`src/rtl/itcm_image_loader.sv`:
```
// Boot loader: packs a byte stream into memory words, writes them from address 0,
// optionally zero-fills the remainder, and holds the core in reset until finished.
module itcm_image_loader #(
  parameter int unsigned DATA_WIDTH = 32,
  parameter int unsigned DEPTH      = 16384,
  parameter int unsigned ADDR_WIDTH = 14,
  parameter bit          BYTE_SWAP  = 1'b1,
  parameter bit          ZERO_FILL  = 1'b1
) (
  input  logic                  clk,
  input  logic                  rst,
  input  logic                  start,
  input  logic                  s_valid,
  input  logic [7:0]            s_data,
  input  logic                  s_last,
  output logic                  s_ready,
  output logic                  mem_we,
  output logic [ADDR_WIDTH-1:0] mem_addr,
  output logic [DATA_WIDTH-1:0] mem_wdata,
  output logic                  core_hold,
  output logic                  busy,
  output logic                  done,
  output logic                  err,
  output logic [ADDR_WIDTH:0]   word_count,
  output logic [31:0]           checksum
);

  localparam int unsigned LANES  = DATA_WIDTH / 8;
  localparam int unsigned LANE_W = (LANES > 1) ? $clog2(LANES) : 1;
  localparam int unsigned SH_W   = LANE_W + 3;

  localparam logic [ADDR_WIDTH-1:0] LAST_ADDR = ADDR_WIDTH'(DEPTH - 1);
  localparam logic [ADDR_WIDTH-1:0] ADDR_ONE  = ADDR_WIDTH'(1);
  localparam logic [ADDR_WIDTH:0]   CNT_ONE   = (ADDR_WIDTH + 1)'(1);
  localparam logic [LANE_W-1:0]     LAST_LANE = LANE_W'(LANES - 1);
  localparam logic [LANE_W-1:0]     LANE_ONE  = LANE_W'(1);

  typedef enum logic [1:0] {StIdle, StLoad, StFill, StDone} state_t;

  state_t                  state_q;
  logic [ADDR_WIDTH-1:0]   addr_q;
  logic [LANE_W-1:0]       lane_q;
  logic [DATA_WIDTH-1:0]   asm_q;
  logic                    pend_last_q;  // write in flight carries the final image word
  logic                    pend_ovf_q;   // write in flight fills DEPTH-1 with more image to come
  logic [SH_W-1:0]         ofs;
  logic [DATA_WIDTH-1:0]   asm_next;
  logic                    accept;
  logic                    word_done;

  // Merge the incoming byte into its lane of the word under assembly.
  always_comb begin
    ofs      = BYTE_SWAP ? {lane_q, 3'b000} : SH_W'(DATA_WIDTH - 8) - {lane_q, 3'b000};
    asm_next = asm_q | (DATA_WIDTH'(s_data) << ofs);
  end

  // Refuse bytes while the final or overflowing word is being written.
  assign s_ready   = (state_q == StLoad) && !(mem_we && (pend_last_q || pend_ovf_q));
  assign accept    = s_valid && s_ready;
  assign word_done = accept && (s_last || (lane_q == LAST_LANE));
  assign busy      = (state_q == StLoad) || (state_q == StFill);
  assign done      = (state_q == StDone);
  assign core_hold = (state_q != StDone);

  // Loader FSM with registered memory write port and status counters.
  always_ff @(posedge clk or posedge rst) begin
    if (rst) begin
      state_q     <= StIdle;
      addr_q      <= '0;
      lane_q      <= '0;
      asm_q       <= '0;
      pend_last_q <= 1'b0;
      pend_ovf_q  <= 1'b0;
      mem_we      <= 1'b0;
      mem_addr    <= '0;
      mem_wdata   <= '0;
      err         <= 1'b0;
      word_count  <= '0;
      checksum    <= '0;
    end else begin
      case (state_q)
        StIdle, StDone: begin
          mem_we <= 1'b0;
          if (start) begin
            state_q     <= StLoad;
            addr_q      <= '0;
            lane_q      <= '0;
            asm_q       <= '0;
            pend_last_q <= 1'b0;
            pend_ovf_q  <= 1'b0;
            err         <= 1'b0;
            word_count  <= '0;
            checksum    <= '0;
          end
        end
        StLoad: begin
          mem_we <= 1'b0;
          if (mem_we && pend_ovf_q) begin
            err     <= 1'b1;
            state_q <= StDone;
          end else if (mem_we && pend_last_q) begin
            if ((mem_addr == LAST_ADDR) || !ZERO_FILL) begin
              state_q <= StDone;
            end else begin
              // First fill write goes out right behind the last image word.
              state_q   <= StFill;
              mem_we    <= 1'b1;
              mem_addr  <= addr_q;
              mem_wdata <= '0;
              addr_q    <= addr_q + ADDR_ONE;
            end
          end
          if (accept) begin
            if (word_done) begin
              mem_we      <= 1'b1;
              mem_addr    <= addr_q;
              mem_wdata   <= asm_next;
              word_count  <= word_count + CNT_ONE;
              checksum    <= checksum + 32'(asm_next);
              addr_q      <= addr_q + ADDR_ONE;
              lane_q      <= '0;
              asm_q       <= '0;
              pend_last_q <= s_last;
              pend_ovf_q  <= (addr_q == LAST_ADDR) && !s_last;
            end else begin
              lane_q <= lane_q + LANE_ONE;
              asm_q  <= asm_next;
            end
          end
        end
        StFill: begin
          if (mem_addr == LAST_ADDR) begin
            mem_we  <= 1'b0;
            state_q <= StDone;
          end else begin
            mem_we    <= 1'b1;
            mem_addr  <= addr_q;
            mem_wdata <= '0;
            addr_q    <= addr_q + ADDR_ONE;
          end
        end
        default: state_q <= StIdle;
      endcase
    end
  end

endmodule

```
`config.mk`:
```
export PLATFORM = sky130hd
export DESIGN_NAME = itcm_image_loader
export DESIGN_NICKNAME = d
export VERILOG_FILES = /design/src/rtl/itcm_image_loader.sv
export SDC_FILE = /design/constraint.sdc
export NUM_CORES = 1
export LEC_CHECK = 0
export CAP_MARGIN = 20
export CORE_MARGIN = 5
export CORE_UTILIZATION = 45
export DETAILED_ROUTE_END_ITERATION = 6
export GPL_TIMING_DRIVEN = 0
export PLACE_DENSITY_LB_ADDON = 0.05
export REMOVE_ABC_BUFFERS = 1
export SYNTH_ARGS = -nofsm -noshare
export SYNTH_HDL_FRONTEND = slang
export SYNTH_SLANG_ARGS = --single-unit
export TNS_END_PERCENT = 20
```
`constraint.sdc`:
```
create_clock -name clk -period 10.7 [get_ports clk]
set_input_delay 3.21 -clock clk [delete_from_list [all_inputs] [get_ports clk]]
set_output_delay 3.21 -clock clk [all_outputs]
set_load 0.005 [all_outputs]
```
After elaboration in Yosys (flattened, before gate mapping)
Index checks and enable logic that the tools add are counted.

Memory bits (writable): 0. Word-level logic and storage cells: 106. Memories: 0. Bits in latches: 0. Register bits after elaboration: 147. Output and inout bits: 99. Bits in read-only memories: 0. Bits of input ports: 13.

Order comparisons: 0. Bitwise operators: 1. Shifts and indexed selects: 1. Reduce and logical (&&, ||, !) cells: 20. $mul: 0. Equal/unequal tests: 13. Divide/modulo/power cells: 0. $add $sub $neg: 4. Mux-type cells: 55.

Operator list (number): $mux W32 (10); $pmux W32 S2 (3); $mux W14 (11); $mux W15 (3); $pmux W14 S3 (1); $add A32 B32 Y32 (1); $or A32 B32 Y32 (1); $shl A8 B5 Y32 (1); $pmux W15 S2 (1); $eq A14 B14 Y1 const B (2); $pmux W14 S2 (1); $add A15 B1 Y15 const B (1); $add A14 B1 Y14 const B (1); $mux W2 (7); $mux W1 (12); $reduce_and A3 Y1 (3); $ne A2 B2 Y1 const B (4); $logic_and A1 B1 Y1 (7); $eq A2 B2 Y1 const B (3); $pmux W1 S2 (3); $pmux W2 S3 (1); $ne A2 B1 Y1 const B (2); $pmux W2 S2 (1); $reduce_and A4 Y1 (1); 9 further kinds (13).

Depth between registers and ports, before layout
Depth after elaboration: 9. Mapped depth: 14. Mapped depth without buffers: 13.

Worst setup path before layout
No wires, ideal clock.

Path kind: input to register. Start: in s_data[0]. End: reg checksum[26]. Stages: 11. Path buffers: 0. Setup time: 0.122 ns. Path slack: 5.315 ns. Arrival time: 5.264 ns. Data required time: 10.578 ns. Cell sequence: a21oi_1 -> inv_1 -> ha_1 -> fa_1 -> nand3_1 -> a21oi_1 -> o21ai_1 -> a21oi_2 -> o32ai_1 -> o211ai_1 -> a32o_1.

Longest elaborated chain between the ends: 6.

RTL lines: from (decl) (line 14) `input logic [7:0] s_data,`; $shl A8 B5 Y32 (line 54) `asm_next = asm_q | (DATA_WIDTH'(s_data) << ofs);`; $or A32 B32 Y32 (line 54); $add A32 B32 Y32 (line 119) `checksum <= checksum + 32'(asm_next);`; $mux W32 (line 114) `if (word_done) begin`; $mux W32 (line 113) `if (accept) begin`; $pmux W32 S2 (line 81) `case (state_q)`; to (signal assigned) (line 119); to (decl) (line 25) `output logic [31:0] checksum`.

Every way passes these cells. The select of a mux whose other input is x is not followed. A chain may end at the register's enable or synchronous reset.

Final worst setup path
Ends and elaborated chain as after synthesis.

==> run metrics <==
global-route wire length before repair=35700 um; VDD IR max=0.132 mV; Pre-antenna DRT Iters=5; largest family of logic cells by synthesized area=compound AO/OA/AOI/OAI gates; Worst Path Required=11000 ps; CP max FO=4; Routed WL=21500 um; # port buffers=111; clock-pin slew on the worst setup and hold paths=60 ps; cell depth of the worst flop-to-flop path=8; Yosys reg bits=147; Synth Flop Type=dfrtp_1; site row count=49; critical-path cell list=clkdlybuf4s50_1, a21oi_1, inv_1, ha_1, fa_1, nand3_1, a21oi_1, o21ai_1, a21oi_2, o32ai_1, o211ai_1, a32o_1; crit share post-route=0.575; drt drc=0; Area Growth Syn to Fin=25.1%; synth warn=0; simple-gate share of the synthesized area=0.159; DP Wirelength=15100 um; Post-Synth XOR/XNOR Area=0.0401; P per Cell Area=252 nW/um^2; post-route cell area=10100 um^2; setup_tns=0 ps; H-tree levels=4; Root Buffer=clkbuf_16; RR Startpoint=state_q[0]; layout cells sized above 1=0.0566; Area after DPL=9450 um^2; Chip Height=144 um; CTS Buf Count=17; Worst-Margin Slew=994 ps; Mean Syn Cell Area=8.83 um^2; Max Cap Viol=0; Critical Path AT=6450 ps; Post-synth EDFFs=0; RSZ-0062 raised after global routing=false; Async SR Flop Fraction=1.00; Final Wtd Congestion=0.843; Fin. Hold Viols=0; Commonest cells post-synth=nand2_1, dfrtp_1, o21ai_0, a21oi_1, nor2_1; number of hold buffers added after CTS=0; WHS=477 ps; HP Start=mem_wdata[24]; via count=6871; clock sinks=147; max-slew violations=0; Initial Util=0.453; Worst Hold Depth=2; FF-to-FF End=lane_q[1]; R2R Setup Slk=7130 ps; register area share after synthesis=0.455; Hold/Removal Path Class=register to register; Final setup viols=0; Most Frequent Cell on Critical Path=a21oi_1; Critical Path Sink Type=register; antenna violations before repair=0; die area=20800 um^2; hold path endpoint=mem_wdata[24]; Max stage delay on crit path=570 ps; NumNets Final=1071; largest net degree at the start of global routing=80; ANT cells=0; Slew Limit Headroom=0.336; Max Fclk=163 MHz; vias per cell=5.48; leading area contributor after synthesis=dfrtp_1; top cells by area, synth=dfrtp_1, nand2_1, o21ai_0, ha_1, a21oi_1; Post-CTS Repair Setup Buffers=0; minimum clock period=6150 ps; WL/cell=17.2 um; nature of the critical path startpoint=input port; CTS tree=yes; synthesized area=8090 um^2; vias in the first global route=6665; width of the die=144 um; post-synth cell types=59; CTS Buffer Depth=2; Clock Skews=7.36 ps; grt total ovfl=0; # IOs=112; status=finished clean; Compound-Gate Fraction of Synth Area=0.232; Lkg Pwr=4.62 nW; Critical Setup Path Class=input port to register; Gates resized, CTS repair=0; Initial DRC Count=415; area share of fa/ha/maj cells after synthesis=0.0705; GRT Util Overall=0.215; core area=17800 um^2; count leader, synth=nand2_1; Final ANT Viol Nets=0; Clk Latency, worst-skew pair=420 ps; multiplexer share of the synthesized area=0; post-synth top area share=0.455; Gate Count Post-Synth=916; Crit-path slowest cell=clkdlybuf4s50_1
-- kinds of logic (layout without fill, tap and decap cells) --
logic type	Yosys count	in the layout
DFF	147	147
adders and majority gates	45	45
and+or+nand+nor	292	292
xor gates and xnor gates	37	37
buffers and inverters	86	194
AOI/OAI and AO/OA	309	309
-- worst max-delay path by stage --
| stage | depth (start not counted) | end | start |
|---|---|---|---|
| after floorplan | 1 | addr_q[0] | rst |
| after global placement | 2 | checksum[7] | rst |
| after detailed placement | 6 | word_count[0] | start |
| after CTS | 6 | word_count[0] | start |
| after global routing | 6 | checksum[30] | start |
| final | 12 | checksum[26] | s_data[0] |
-- cell usage in the layout (no fill, tap or decap), drive strengths merged, types with 3 or more instances in the layout --
cell	count
nand2	153
dfrtp	147
o21ai	119
clkdlybuf4s50	111
a21oi	106
nor2	61
inv	48
ha	44
xor2	25
nand3	24
clkbuf	21
a21o	14
o22a	13
o22ai	13
xnor2	12
or3	8
o211ai	8
and3	7
nor2b	7
nor3	7
nand4	7
a22o	6
bufinv	6
and2	5
buf	5
a211oi	4
nand2b	4
or2	3
o21a	3
a31oi	3
nor3b	3
a21boi	3
-- cell type report --
| cell class | count | area, um^2 |
|---|---|---|
| well taps | 229 | 287 |
| inverters | 48 | 185 |
| repair buffers | 116 | 1230 |
| clock buffers | 21 | 470 |
| fillers | 1657 | 7720 |
| flip-flops and latches | 147 | 3680 |
| multi-input cells | 683 | 4070 |
| clock inverters | 9 | 201 |
-- per-stage QoR --
step	util	power, mW	std cells	worst slack [ps]
final	0.567	2.55	1253	4550
after global routing	0.567	2.73	1253	4360
after CTS	0.567	2.57	1253	4530
after detailed placement	0.529	1.88	1223	4130
after global placement	0.522	1.83	1218	1180
after floorplan	-	1.40	878	3540
-- registers in the layout, summed over array words and instances, names as in the netlist --
name and count:
mem_we 1, checksum 32, state_q 2, asm_q 32, err 1, pend_ovf_q 1, mem_addr 14, mem_wdata 32
pend_last_q 1, lane_q 2, addr_q 14, word_count 15
-- worst max-delay path: cells and delay by family --
family                     cells  cell delay (ps)
AOI/OAI and AO/OA              7             1800
adders and majority gates      2              650
buffers and inverters          2              650
and+or+nand+nor                1              130
-- routing by layer --
layer  wire length, um  GRT usage
met1             10400      0.306
met4               216     0.0496
met3               834     0.0298
met2             10100      0.352
met5                 0          0
-- power breakdown --
group / switching [mW] / internal [mW] / leakage (nW)
clock network: 0.232 / 0.454 / 0.325
logic: 0.684 / 0.431 / 2.29
registers: 0.0880 / 0.662 / 2.00
total: 1.00 / 1.55 / 4.62
Note: power is estimated with default switching activity, not from simulation.
